--- src/rtl/mux6_rr_arbiter.sv ---
// Round-robin arbiter for six requesters sharing one 6:1 data path, with a
// one-entry valid/ready output register holding the selected word and its select code.
module mux6_rr_arbiter #(
    parameter int unsigned DATAWIDTH = 32,
    parameter int unsigned RST_PTR   = 0
) (
    input  logic                   clk_i,
    input  logic                   rst_ni,
    input  logic [5:0]             req_i,
    input  logic [6*DATAWIDTH-1:0] data_i,
    output logic [5:0]             gnt_o,
    output logic                   out_valid_o,
    input  logic                   out_ready_i,
    output logic [DATAWIDTH-1:0]   out_data_o,
    output logic [2:0]             out_sel_o,
    output logic [2:0]             ptr_o
);

    localparam logic [2:0] RstPtr = 3'(RST_PTR);

    logic [2:0]           ptr_q, ptr_d;
    logic                 valid_q, valid_d;
    logic [DATAWIDTH-1:0] data_q, data_d;
    logic [2:0]           sel_q, sel_d;

    logic                 any_req;
    logic                 cap_en;
    logic                 capture;
    logic [2:0]           win;
    logic                 found;
    logic [3:0]           idx;
    logic [DATAWIDTH-1:0] win_data;

    assign any_req = |req_i;
    assign cap_en  = ~valid_q | out_ready_i;
    assign capture = any_req & cap_en;

    // Scan ptr, ptr+1, ... ptr+5 (mod 6); first pending requester wins.
    always_comb begin
        win   = ptr_q;
        found = 1'b0;
        idx   = 4'd0;
        for (int i = 0; i < 6; i++) begin
            idx = {1'b0, ptr_q} + 4'(i);
            if (idx >= 4'd6) begin
                idx = idx - 4'd6;
            end
            if (!found && req_i[idx[2:0]]) begin
                win   = idx[2:0];
                found = 1'b1;
            end
        end
    end

    always_comb begin
        win_data = '0;
        for (int k = 0; k < 6; k++) begin
            if (win == 3'(k)) begin
                win_data = data_i[k*DATAWIDTH +: DATAWIDTH];
            end
        end
    end

    // Gated by rst_ni so no grant is issued while the register is held in reset.
    always_comb begin
        gnt_o = 6'b000000;
        if (capture && rst_ni) begin
            gnt_o[win] = 1'b1;
        end
    end

    always_comb begin
        ptr_d   = ptr_q;
        valid_d = valid_q;
        data_d  = data_q;
        sel_d   = sel_q;
        if (capture) begin
            ptr_d   = (win == 3'd5) ? 3'd0 : win + 3'd1;
            valid_d = 1'b1;
            data_d  = win_data;
            sel_d   = win;
        end else if (valid_q && out_ready_i) begin
            valid_d = 1'b0;
        end
    end

    always_ff @(posedge clk_i or negedge rst_ni) begin
        if (!rst_ni) begin
            ptr_q   <= RstPtr;
            valid_q <= 1'b0;
            data_q  <= '0;
            sel_q   <= 3'b000;
        end else begin
            ptr_q   <= ptr_d;
            valid_q <= valid_d;
            data_q  <= data_d;
            sel_q   <= sel_d;
        end
    end

    assign out_valid_o = valid_q;
    assign out_data_o  = data_q;
    assign out_sel_o   = sel_q;
    assign ptr_o       = ptr_q;

endmodule

--- config.mk ---
export PLATFORM = sky130hd
export DESIGN_NAME = mux6_rr_arbiter
export DESIGN_NICKNAME = d
export VERILOG_FILES = /design/src/rtl/mux6_rr_arbiter.sv
export SDC_FILE = /design/constraint.sdc
export NUM_CORES = 1
export LEC_CHECK = 0
export BUFFER_PORTS_ARGS = -buffer_cell sky130_fd_sc_hd__buf_4
export CELL_PAD_IN_SITES_DETAIL_PLACEMENT = 0
export CELL_PAD_IN_SITES_GLOBAL_PLACEMENT = 1
export CORE_MARGIN = 1
export CORE_UTILIZATION = 31
export CTS_BUF_LIST = sky130_fd_sc_hd__clkbuf_4 sky130_fd_sc_hd__clkbuf_8 sky130_fd_sc_hd__clkbuf_16
export DETAILED_ROUTE_END_ITERATION = 10
export GPL_TIMING_DRIVEN = 0
export PLACE_DENSITY = 0.85
export SETUP_SLACK_MARGIN = 0.2
export SYNTH_ARGS = -nofsm -noshare
export SYNTH_HDL_FRONTEND = slang
export SYNTH_SLANG_ARGS = --single-unit
--- constraint.sdc ---
create_clock -name clk_i -period 4.7 [get_ports clk_i]
set_clock_uncertainty 0.05 [all_clocks]
set_input_delay 0.47 -clock clk_i [delete_from_list [all_inputs] [get_ports clk_i]]
set_output_delay 0.47 -clock clk_i [all_outputs]
set_load 0.03 [all_outputs]
==> run metrics <==
Finished Cell Area 0.00895 mm^2; GR Util All Layers 0.276; Via density 5.87; reg2reg end out_data_o[15]$_DFFE_PN0P_; share of the synthesized area in the top cell type 0.177; TritonCTS buffer count 5; Warnings, synthesis 0; DR vias 7092; endpoint type of the worst setup path primary output; Placement Setup Slack -0.783 ns; Final setup violation count 0; Post-synth EDFFs 0; Chip Height 135 um; register-to-register setup slack 0.26 ns; largest net degree at the start of global routing 42; period utilisation layout 0.956; Placement Cell Area 0.00774 mm^2; Clock Tree Root clkbuf_16; Cells after Synth 690; crit path buf inv count 8; share of layout cells above drive strength 1 0.492; CTS Sinks 39; Die W 135 um; Max Cap Violations 0; Clock Path Buffers 2; cell total after placement 1160; Worst Path Max Fanout 6; Post-synth top cells 103 x nand2_1, 48 x nor2_1, 40 x clkbuf_1, 39 x a21oi_1, 39 x dfrtp_1; vias in the first global route 6813; Hold Buf Count CTS 0; smallest setup slack after layout 0.208 ns; RSZ-0062 raised after global routing true; num ports 246; total wire length after detailed routing 26.1 mm; IO Port Bufs 245; first-pass iteration count of the detailed router 5; Wirelength per Cell 21.6 um; Yosys top cell by area dfrtp_1; Slew @ Worst Pin 0.600 ns; delay-heaviest family, CP simple AND/OR/NAND/NOR gates; crit path launch type register; Post-synth ARST share 1.00; fin nets 1193; CP Cell Sequence buf_6, buf_12, clkbuf_16, inv_6, buf_8, ha_4, nor2b_4, o31a_1, o21a_1, or3_4, buf_4, nor4_4, nor3_4, buf_4, or3_4, nor2_4, buf_6; slowest stage delay, CP 0.40 ns; Slew headroom 0.597; final non-filler cell total 1209; Yosys cell types 78; status finished, final reports clean; Hold Path Class input pin to async pin; FF+latch count, synth 39; reg2reg start ptr_o[0]$_DFFE_PN0P_; fin. max-slew vios 0; Die ar. 0.0183 mm^2; Fmax 0.223 GHz; main area contributors after synthesis dfrtp_1 18%, nand2_1 7.0%, a211oi_2 6.4%; grt total ovfl 0; slowest stage cell, crit path dfrtp_2; Register-to-Register Path Depth 23; Net Count, Synth 900; final antenna-violating net count 0; synthesized area 0.00551 mm^2; CTS tree yes; Remaining DRCs 0; Setup CP Type register to primary output; Skew-Pair Late Insertion Delay 0.28 ns; Mean Syn Cell Area 7.99 um^2; global-route wire length before repair 38.8 mm; ys flop type dfrtp_1; register area share after synthesis 0.177; Final min period 4.49 ns; antenna violations before repair 0; synthesis-to-layout area growth 62.5%; setup TNS 0 ns; most instantiated library cell after synthesis nand2_1; Initial DRC Count 689; Initial Util 0.318; gpl congestion 0.892; Clk pin slew, worst setup/hold paths 0.06 ns; DP HPWL 19.4 mm; Critical Path AT 3.97 ns; WP data required 4.18 ns; htree depth 2; Final Hold Vio Count 0; total core area 0.0174 mm^2; row cnt 48
worst max path at each step:
stage,startpoint,to,slack [ns],cells past startpoint
6_report,ptr_o[0]$_DFFE_PN0P_,gnt_o[0],0.21,17
3_3_place_gp,ptr_o[0]$_DFFE_PN0P_,out_data_o[28]$_DFFE_PN0P_,-0.79,23
3_5_place_dp,ptr_o[0]$_DFFE_PN0P_,out_data_o[3]$_DFFE_PN0P_,-0.78,24
4_1_cts,ptr_o[0]$_DFFE_PN0P_,out_data_o[3]$_DFFE_PN0P_,0.17,22
2_1_floorplan,ptr_o[0]$_DFFE_PN0P_,gnt_o[1],0.20,16
5_1_grt,ptr_o[0]$_DFFE_PN0P_,gnt_o[0],0.13,17
worst register-to-register path, cell delays in order, from the launching register on:
cell	delay, ns
dfrtp_2	0.40
buf_6	0.12
buf_12	0.10
clkbuf_16	0.14
inv_6	0.04
buf_8	0.12
ha_4	0.15
nor2b_4	0.13
o31a_1	0.37
o21a_1	0.24
or3_4	0.40
o311ai_4	0.27
a221oi_4	0.11
nor3_4	0.31
inv_2	0.09
ha_4	0.17
buf_8	0.12
inv_8	0.05
o31ai_4	0.08
buf_6	0.17
buf_16	0.15
a221oi_4	0.27
a211oi_2	0.09
o31ai_2	0.21
metal layers:
layer | up-vias | part of all wire | routed length (um) | GRT usage
met3 | 51 | 0.077 | 2010 | 0.0408
met2 | 375 | 0.46 | 12000 | 0.441
li1 | 3260 | - | - | -
met1 | 3406 | 0.43 | 11200 | 0.373
met5 | - | 0 | 0 | 0
met4 | 0 | 0.036 | 947 | 0.100
flip-flops by register name, summed over array words and instances (netlist names):
signal       cells
out_valid_o      1
out_data_o      32
out_sel_o        3
ptr_o            3
cell type report:
class                   count  area (um^2)
clock buffers               6          139
fillers                  1616         8400
flip-flops and latches     39          978
clock inverters             1         5.00
multi-input cells         567         4780
plain buffers              76          544
repair buffers            286         2180
diodes                      1         2.50
well taps                 225          282
inverters                   8         42.5
cells by family after synthesis:
kind of cell | count (synthesis) | share of synthesized area
multiplexers | 14 | 0.0327
adder cells (fa/ha/maj) | 9 | 0.0204
buffers and inverters | 84 | 0.0829
flip-flops | 39 | 0.177
AO/OA/AOI/OAI | 305 | 0.471
XOR/XNOR | 6 | 0.00954
AND/OR/NAND/NOR | 233 | 0.206
timing repair:
item,CTS,global route
setup buffers,24,15
endpoints found under the setup margin,39,35
gates resized for setup,103,28
pin swaps,18,23
gates cloned,2,0
layout by cell type (no fill, tap or decap), types with 4 or more instances in the layout:
master / Yosys / layout
a211oi_1: 34 / 34
a211oi_2: 28 / 28
a21oi_1: 39 / 38
a221oi_1: 33 / 4
a221oi_2: 3 / 7
a221oi_4: 0 / 25
a2bb2oi_1: 30 / 30
a32oi_1: 29 / 29
and2_1: 34 / 33
buf_12: 3 / 5
buf_2: 19 / 14
buf_4: 5 / 288
buf_6: 5 / 10
clkbuf_1: 40 / 33
clkbuf_16: 0 / 6
dfrtp_1: 39 / 37
ha_1: 9 / 6
inv_1: 7 / 4
mux2_2: 4 / 4
mux2i_1: 6 / 5
nand2_1: 103 / 101
nand2b_1: 4 / 4
nand3_1: 6 / 5
nor2_1: 48 / 43
nor2b_1: 5 / 4
nor3_1: 8 / 5
o21ai_0: 35 / 35
o22ai_1: 4 / 4
o31ai_2: 28 / 28
stage by stage:
step            util  hold slack [ns]
2_1_floorplan      -            0.124
3_3_place_gp   0.446            0.417
3_5_place_dp   0.446            0.435
4_1_cts        0.503            0.141
5_1_grt        0.516            0.153
6_report       0.516            0.122
Power is not shown: default switching activity piles up to over one toggle a cycle in this logic, so the estimate is an artifact.
